`config.mk`:
```
export PLATFORM = sky130hd
export DESIGN_NAME = multicycle_control
export DESIGN_NICKNAME = d
export VERILOG_FILES = /design/src/rtl/multicycle_control_pkg.sv /design/src/rtl/multicycle_control_out_decode.sv /design/src/rtl/multicycle_control.sv
export SDC_FILE = /design/constraint.sdc
export NUM_CORES = 1
export LEC_CHECK = 0
export CAP_MARGIN = 15
export CELL_PAD_IN_SITES_DETAIL_PLACEMENT = 1
export CELL_PAD_IN_SITES_GLOBAL_PLACEMENT = 1
export CORE_MARGIN = 2
export CORE_UTILIZATION = 31
export CTS_BUF_LIST = sky130_fd_sc_hd__clkbuf_16
export DETAILED_ROUTE_END_ITERATION = 6
export PLACE_DENSITY_LB_ADDON = 0.15
export SLEW_MARGIN = 20
export SYNTH_ARGS = -nofsm -noshare
export SYNTH_HDL_FRONTEND = slang
export SYNTH_SLANG_ARGS = --single-unit
```
`constraint.sdc`:
```
create_clock -name clk -period 2 [get_ports clk]
set_input_delay 0.6 -clock clk [delete_from_list [all_inputs] [get_ports clk]]
set_output_delay 0.6 -clock clk [all_outputs]
set_load 0.02 [all_outputs]
```
`src/rtl/multicycle_control_pkg.sv`:
```
// Shared types and encodings for the multicycle controller: FSM states,
// opcode constants, datapath select codes and the packed control word.
package multicycle_control_pkg;

    typedef enum logic [3:0] {
        S_FETCH,
        S_DECODE,
        S_MEMADR,
        S_MEMREAD,
        S_MEMWB,
        S_MEMWRITE,
        S_EXECR,
        S_EXECI,
        S_ALUWB,
        S_BEQ,
        S_HALT
    } state_t;

    localparam logic [6:0] OP_LOAD  = 7'b0000011;
    localparam logic [6:0] OP_STORE = 7'b0100011;
    localparam logic [6:0] OP_RTYPE = 7'b0110011;
    localparam logic [6:0] OP_ITYPE = 7'b0010011;
    localparam logic [6:0] OP_BEQ   = 7'b1100011;

    // ALUOp matches the ALU-control decoder encoding
    localparam logic [1:0] ALUOP_ADD   = 2'b00;
    localparam logic [1:0] ALUOP_SUB   = 2'b01;
    localparam logic [1:0] ALUOP_FUNCT = 2'b10;

    localparam logic [1:0] SRCA_PC    = 2'b00;
    localparam logic [1:0] SRCA_OLDPC = 2'b01;
    localparam logic [1:0] SRCA_RS1   = 2'b10;

    localparam logic [1:0] SRCB_RS2   = 2'b00;
    localparam logic [1:0] SRCB_IMM   = 2'b01;
    localparam logic [1:0] SRCB_FOUR  = 2'b10;

    localparam logic [1:0] RES_ALUOUT  = 2'b00;
    localparam logic [1:0] RES_MEMDATA = 2'b01;
    localparam logic [1:0] RES_ALURES  = 2'b10;

    typedef struct packed {
        logic [1:0] alu_op;
        logic [1:0] alu_src_a;
        logic [1:0] alu_src_b;
        logic [1:0] result_src;
        logic       adr_src;
        logic       ir_write;
        logic       pc_update;
        logic       branch;
        logic       reg_write;
        logic       mem_write;
        logic       instr_retired;
        logic       halted;
    } ctrl_t;

    function automatic ctrl_t ctrl_idle();
        ctrl_t c;
        c = '0;
        return c;
    endfunction

endpackage

```
`src/rtl/multicycle_control_out_decode.sv`:
```
// Purely combinational Moore output map: FSM state (plus mem_ready in the
// two handshake states) to the datapath control word.
import multicycle_control_pkg::*;

module mc_out_decode (
    input  state_t i_state,
    input  logic   i_mem_ready,
    output ctrl_t  o_ctrl
);

    always_comb begin
        o_ctrl = ctrl_idle();
        unique case (i_state)
            S_FETCH: begin
                o_ctrl.adr_src    = 1'b0;
                o_ctrl.alu_src_a  = SRCA_PC;
                o_ctrl.alu_src_b  = SRCB_FOUR;
                o_ctrl.alu_op     = ALUOP_ADD;
                o_ctrl.result_src = RES_ALURES;
                o_ctrl.ir_write   = i_mem_ready;
                o_ctrl.pc_update  = i_mem_ready;
            end
            S_DECODE: begin
                // Speculatively compute the branch target from oldPC + imm
                o_ctrl.alu_src_a = SRCA_OLDPC;
                o_ctrl.alu_src_b = SRCB_IMM;
                o_ctrl.alu_op    = ALUOP_ADD;
            end
            S_MEMADR: begin
                o_ctrl.alu_src_a = SRCA_RS1;
                o_ctrl.alu_src_b = SRCB_IMM;
                o_ctrl.alu_op    = ALUOP_ADD;
            end
            S_MEMREAD: begin
                o_ctrl.adr_src    = 1'b1;
                o_ctrl.result_src = RES_ALUOUT;
            end
            S_MEMWB: begin
                o_ctrl.result_src    = RES_MEMDATA;
                o_ctrl.reg_write     = 1'b1;
                o_ctrl.instr_retired = 1'b1;
            end
            S_MEMWRITE: begin
                o_ctrl.adr_src       = 1'b1;
                o_ctrl.result_src    = RES_ALUOUT;
                o_ctrl.mem_write     = 1'b1;
                o_ctrl.instr_retired = i_mem_ready;
            end
            S_EXECR: begin
                o_ctrl.alu_src_a = SRCA_RS1;
                o_ctrl.alu_src_b = SRCB_RS2;
                o_ctrl.alu_op    = ALUOP_FUNCT;
            end
            S_EXECI: begin
                o_ctrl.alu_src_a = SRCA_RS1;
                o_ctrl.alu_src_b = SRCB_IMM;
                o_ctrl.alu_op    = ALUOP_FUNCT;
            end
            S_ALUWB: begin
                o_ctrl.result_src    = RES_ALUOUT;
                o_ctrl.reg_write     = 1'b1;
                o_ctrl.instr_retired = 1'b1;
            end
            S_BEQ: begin
                o_ctrl.alu_src_a     = SRCA_RS1;
                o_ctrl.alu_src_b     = SRCB_RS2;
                o_ctrl.alu_op        = ALUOP_SUB;
                o_ctrl.result_src    = RES_ALUOUT;
                o_ctrl.branch        = 1'b1;
                o_ctrl.instr_retired = 1'b1;
            end
            S_HALT: begin
                o_ctrl.halted = 1'b1;
            end
            default: begin
                o_ctrl = ctrl_idle();
            end
        endcase
    end

endmodule

```
`src/rtl/multicycle_control.sv`:
```
// Multicycle RISC-V style main controller: state register, latched opcode
// and next-state logic; outputs come from mc_out_decode.
import multicycle_control_pkg::*;

module multicycle_control #(
    parameter int ILLEGAL_HALT = 1
) (
    input  logic       clk,
    input  logic       reset_n,
    input  logic [6:0] opcode,
    input  logic       mem_ready,
    output logic [1:0] ALUOp,
    output logic [1:0] ALUSrcA,
    output logic [1:0] ALUSrcB,
    output logic [1:0] ResultSrc,
    output logic       AdrSrc,
    output logic       IRWrite,
    output logic       PCUpdate,
    output logic       Branch,
    output logic       RegWrite,
    output logic       MemWrite,
    output logic       instr_retired,
    output logic       halted
);

    localparam state_t ILLEGAL_NEXT = (ILLEGAL_HALT != 0) ? S_HALT : S_FETCH;

    state_t     r_state;
    state_t     w_state_next;
    logic [6:0] r_opcode;
    state_t     w_dec_state;
    logic       w_dec_ready;
    ctrl_t      w_ctrl;

    always_ff @(posedge clk) begin
        if (!reset_n) begin
            r_state  <= S_FETCH;
            r_opcode <= '0;
        end else begin
            r_state <= w_state_next;
            if (r_state == S_DECODE) begin
                r_opcode <= opcode;
            end
        end
    end

    always_comb begin
        w_state_next = r_state;
        unique case (r_state)
            S_FETCH:    w_state_next = mem_ready ? S_DECODE : S_FETCH;
            S_DECODE: begin
                case (opcode)
                    OP_LOAD, OP_STORE: w_state_next = S_MEMADR;
                    OP_RTYPE:          w_state_next = S_EXECR;
                    OP_ITYPE:          w_state_next = S_EXECI;
                    OP_BEQ:            w_state_next = S_BEQ;
                    default:           w_state_next = ILLEGAL_NEXT;
                endcase
            end
            // Only loads and stores reach MEMADR, so anything but a load is a store
            S_MEMADR:   w_state_next = (r_opcode == OP_LOAD) ? S_MEMREAD : S_MEMWRITE;
            S_MEMREAD:  w_state_next = mem_ready ? S_MEMWB : S_MEMREAD;
            S_MEMWB:    w_state_next = S_FETCH;
            S_MEMWRITE: w_state_next = mem_ready ? S_FETCH : S_MEMWRITE;
            S_EXECR:    w_state_next = S_ALUWB;
            S_EXECI:    w_state_next = S_ALUWB;
            S_ALUWB:    w_state_next = S_FETCH;
            S_BEQ:      w_state_next = S_FETCH;
            S_HALT:     w_state_next = S_HALT;
            default:    w_state_next = S_FETCH;
        endcase
    end

    // While reset is asserted present the quiescent FETCH decode regardless of
    // the (possibly stale) state register, with the memory handshake masked.
    assign w_dec_state = reset_n ? r_state : S_FETCH;
    assign w_dec_ready = mem_ready & reset_n;

    mc_out_decode u_out_decode (
        .i_state     (w_dec_state),
        .i_mem_ready (w_dec_ready),
        .o_ctrl      (w_ctrl)
    );

    assign ALUOp         = w_ctrl.alu_op;
    assign ALUSrcA       = w_ctrl.alu_src_a;
    assign ALUSrcB       = w_ctrl.alu_src_b;
    assign ResultSrc     = w_ctrl.result_src;
    assign AdrSrc        = w_ctrl.adr_src;
    assign IRWrite       = w_ctrl.ir_write;
    assign PCUpdate      = w_ctrl.pc_update;
    assign Branch        = w_ctrl.branch;
    assign RegWrite      = w_ctrl.reg_write;
    assign MemWrite      = w_ctrl.mem_write;
    assign instr_retired = w_ctrl.instr_retired;
    assign halted        = w_ctrl.halted;

endmodule

```
After elaboration in Yosys (flattened, before gate mapping)
Index checks and enable logic that the tools add are counted.

storage, ports and cells
  bits in registers = 11
  output and inout port bits = 16

operators by class
  equality and inequality tests = 23
  multiplexer cells = 16
  bitwise gates (word level) = 1
  reductions and logical operators = 7

operators with widths
  cell                count
  $pmux 6 s6          1
  $eq 4x3->1 const B  7
  $pmux 4 s7          1
  $eq 4x2->1 const B  4
  $eq 4x4->1 const B  4
  $pmux 4 s4          1
  $eq 7x2->1 const B  2
  $eq 7x6->1 const B  2
  $mux 3              3
  $eq 4x1->1 const B  2
  $logic_not 4->1     2
  $reduce_or 2->1     4
  $eq 7x5->1 const B  1
  $eq 7x7->1 const B  1
  $mux 1              6
  $mux 4              1
  $pmux 2 s2          1
  $reduce_or 3->1     1
  $mux 2              1
  $pmux 1 s2          1
  $and 1x1->1         1

Depth between registers and ports, before layout
  word-level depth = 4
  depth in mapped cells = 7

Hierarchy
Synthesis repeated with hierarchy kept, for this count alone.

unflattened totals
  cell total of the unflattened synthesis = 112
  area total of the unflattened synthesis = 873.3 um^2

by module, submodules not included
  module              times used  cells each  area an instance (um^2)  seq. area each (um^2)
  multicycle_control  1           81          648.1                    220.2
  mc_out_decode       1           31          225.2                    0.0

Worst setup path before layout
Ideal clock, no wire load.

  path type = in2out
  start = input port reset_n
  end = output port instr_retired
  arrival = 1.491 ns
  required time = 1.400 ns
  path slack = -0.091 ns
  stages on the path = 4
  buffers on the path = 0
  cells stage by stage = nor2b_1 -> nand2_1 -> nor2_1 -> a211o_1

between the ends
  cells in the longest elaborated chain, start to end = 4
  elaborated cells on any way between the ends = 8

RTL lines
  what                                             line                                 text
  start, declared                                  multicycle_control.sv:9              input logic reset_n,
  $mux 4                                           multicycle_control.sv:76             assign w_dec_state = reset_n ? r_state : S_FETCH;
  $eq 4x3->1 / $eq 4x4->1 (equally long branches)  multicycle_control_out_decode.sv:13  unique case (i_state)
  $reduce_or 3->1 (no source line)                 n/a
  $pmux 1 s2 (*)                                   multicycle_control_out_decode.sv:13
  end, declared                                    multicycle_control.sv:22             output logic instr_retired,

Every way passes the cells marked *; elsewhere a longest branch is shown, timed or not.

Worst setup path in the final report
  start = input port reset_n
  end = output port ALUOp[1]

between the ends
  cells in the longest elaborated chain, start to end = 3
  elaborated cells on any way between the ends = 8

RTL lines
  what                                line                                 text
  $mux 4 (*)                          multicycle_control.sv:76
  $eq 4x4->1 (tied with other cells)  multicycle_control_out_decode.sv:13
  $pmux 6 s6 (*)                      multicycle_control_out_decode.sv:13
  end, declared                       multicycle_control.sv:12             output logic [1:0] ALUOp,

Marks and branches as above.

==> summary.md <==
| Metric | Value |
|---|---|
| Status | `complete, no violations` |
| Fin Clk Skew | `0.000770 ns` |
| Post-Synth Simple-Gate Area | `0.415` |
| Number of port buffers | `25` |
| Height of the chip | `55.1 um` |
| Ys flop type | `dfxtp_1` |
| Register area share after synthesis | `0.272` |
| Startpoint Class | `input pin` |
| Fillers | `around 310` |
| Largest net degree at the start of global routing | `11` |
| Hold Path Class | `reg2reg` |
| Leading area contributor after synthesis | `dfxtp_1` |
| Most frequent cells in the layout | `buf_4 (25), nand2_1 (22), nor2_1 (11)` |
| Worst Max-Slew Pin Slew | `0.418 ns` |
| Final HPWL DP | `2020 um` |
| Post-synth cell types | `38` |
| Worst path max stage delay | `0.24 ns` |
| Arr. time, crit path | `approximately 1.4 ns` |
| # rows | `18` |
| Initial antenna violation count | `0` |
| Syn Std Cell Area | `about 810 um^2` |
| Slowest CP cell | `clkdlybuf4s15_2` |
| Reg clk slew, reported paths | `0.04 ns` |
| Warnings, synthesis | `0` |
| Routed length per instance | `13.5 um` |
| Die Area | `3040 um^2` |
| Reg2reg end | `r_state[1]` |
| Post-route ant nets | `0` |
| Leak | `0.563 nW` |
| Cts hold-fix bufs | `0` |
| Clock buffer count from CTS | `3` |
| Final net count | `between 150 and 200` |
| Synth-to-layout area growth | `63.3%` |
| DRC viols | `0` |
| Seq cells post-synth | `11` |
| Hold Crit Start | `r_opcode[5]` |
| Cells after DPL | `181` |
| Final Hold Fails | `0` |
| Synth Area per Inst | `between 7 and 8 um^2` |
| Main combinational cell family by area after synthesis | `simple AND/OR/NAND/NOR gates` |
| # diodes | `0` |
| Post-synth top area share | `0.272` |
| Drt initial violations | `2` |
| Pwr Total | `0.986 mW` |
| Max-slew headroom | `0.717` |
| Critical path endpoint category | `output pin` |
| Worst vdd ir | `about 0.0006 V` |
| RSZ-0062 raised after global routing | `yes` |
| Synth Area in Adders | `0` |
| Worst R2R Setup Slack | `roughly 0.35 ns` |
| First-pass detailed-route iteration total | `4` |
| Kind of critical path | `in2out` |
| Total core area | `2480 um^2` |
| Vias | `937` |
| Vias in the first global route | `just over 900` |
| DR vias/cell | `5.06` |
| H-tree depth | `1` |
| Initial core utilization | `0.327` |
| Total wire length | `2500 um` |
| CP required | `1.40 ns` |
| Fmax | `508 MHz` |
| Critical path fanouts, max | `3` |
| Max Cap Viol | `0` |
| Die width | `55.1 um` |
| Buffer levels on the longest clock path | `2` |
| Final Cycle Share | `0.983` |
| Post-synthesis compound-gate area fraction | `0.202` |
| Commonest non-fill, non-tap cell in the layout | `buf_4` |
| Leading post-synthesis cells by cell area | `dfxtp_1 (27%), nand2_1 (11%), nor2_1 (5.6%)` |
| Syn Inst Count | `112` |
| Syn Nets | `122` |
| Hold Path Depth | `2` |
| Post-synth EDFFs | `0` |
| Critical register-to-register path startpoint | `r_state[0]` |
| Gr usage total | `0.181` |
| Remaining Overflow, GRT | `0` |
| CP Cell Sequence | `buf_8 -> nor2b_4 -> buf_4 -> and3_1 -> clkdlybuf4s15_2` |
| Xor and xnor area share after synthesis | `0.0216` |
| Clk sinks | `11` |
| Final min period | `1.97 ns` |
| Clock Tree Root | `clkbuf_16` |
| Layout cells sized above 1 | `0.381` |
| R2R cell count | `6` |
| Fin cells | `185` |
| P per Cell Area | `744 nW/um^2` |
| Clk_lat worst skew | `0.23 ns` |
| Slew Viols, Final | `0` |
| Final setup viols | `0` |
| Async set-reset flop share out of synthesis | `0` |
| Hold path endpoint | `r_opcode[5]` |
| First-pass GRT wire length | `3870 um` |
| Mux cell area share after synthesis | `0.0139` |
| CTS tree | `yes` |
| Final GP Congestion | `around 0.8` |
| Number of I/O pins | `26` |
==> area by class of cell <==
type	instances	area, um^2	area share
clock buffer	3	75.1	0.0567
tap	30	37.5	0.0284
clock inverter	1	3.75	0.00284
multi-input combinational	90	577	0.436
timing repair buffer	49	399	0.302
inverter	1	3.75	0.00284
sequential	11	228	0.172
==> per-layer routing <==
metal	share of wire	vias to the layer above	GRT usage
met5	0	-	0
met2	0.53	27	0.343
li1	-	469	-
met4	0.017	0	0.102
met3	0.048	4	0.0161
met1	0.40	437	0.193
==> power breakdown <==
group	switching (mW)	internal (mW)
combinational	0.184	0.183
sequential	0.0248	0.245
clock	0.0865	0.261
total	0.296	0.690
==> per-stage QoR <==
stage	utilization	setup TNS, ns	worst slack, ns	cell area, um^2	hold slack, ns
floorplan	-	0	0.00908	816	0.435
global placement	0.494	-10.80	-0.801	1220	0.446
detailed placement	0.494	-11.44	-0.854	1220	0.451
CTS	0.527	0	0.000310	1310	0.456
global route	0.534	-0.0252	-0.0129	1320	0.481
finish	0.534	0	0.0331	1320	0.453
==> kinds of logic after synthesis <==
| group | count (synthesis) |
|---|---|
| multiplexers | 1 |
| buffers and inverters | 11 |
| AO/OA/AOI/OAI | 24 |
| flip-flops | 11 |
| XOR/XNOR | 2 |
| AND/OR/NAND/NOR | 63 |
==> worst max-delay path by stage <==
stage / endpoint / depth (start not counted) / slack [ns] / startpoint
floorplan: PCUpdate / 6 / 0.009 / r_state[0]
global placement: ALUSrcB[0] / 6 / -0.80 / reset_n
detailed placement: instr_retired / 6 / -0.85 / reset_n
CTS: halted / 5 / 0.0003 / r_state[0]
global route: instr_retired / 4 / -0.01 / r_state[1]
finish: ALUOp[1] / 5 / 0.03 / reset_n
==> synth_stat cells (all sizes together), types with 2 or more instances <==
master / instances
nand2b: 6
o21ai: 3
and3: 4
nand3b: 2
clkbuf: 6
a31oi: 3
nand2: 23
nor3: 2
dfxtp: 11
a21oi: 5
xor2: 2
buf: 4
a21boi: 7
nand3: 4
nor2: 13
nor2b: 2
==> registers in the layout, indices dropped and copies added, names as in the netlist <==
register  flops
r_opcode      7
r_state       4
==> critical path: cells and delay by family <==
kind / cells / cell delay, ns
buf+inv: 3 / 0.48
simple gates: 2 / 0.28
==> timing repair <==
action / 4_1_cts / 5_1_grt
setup endpoints to repair: 16 / 14
pin swaps: 2 / 4
endpoints found under the hold margin: 0 / 0
buffers inserted: 0 / 0
resized for setup: 63 / 19
No activity file was read; power rests on OpenSTA's default activity.
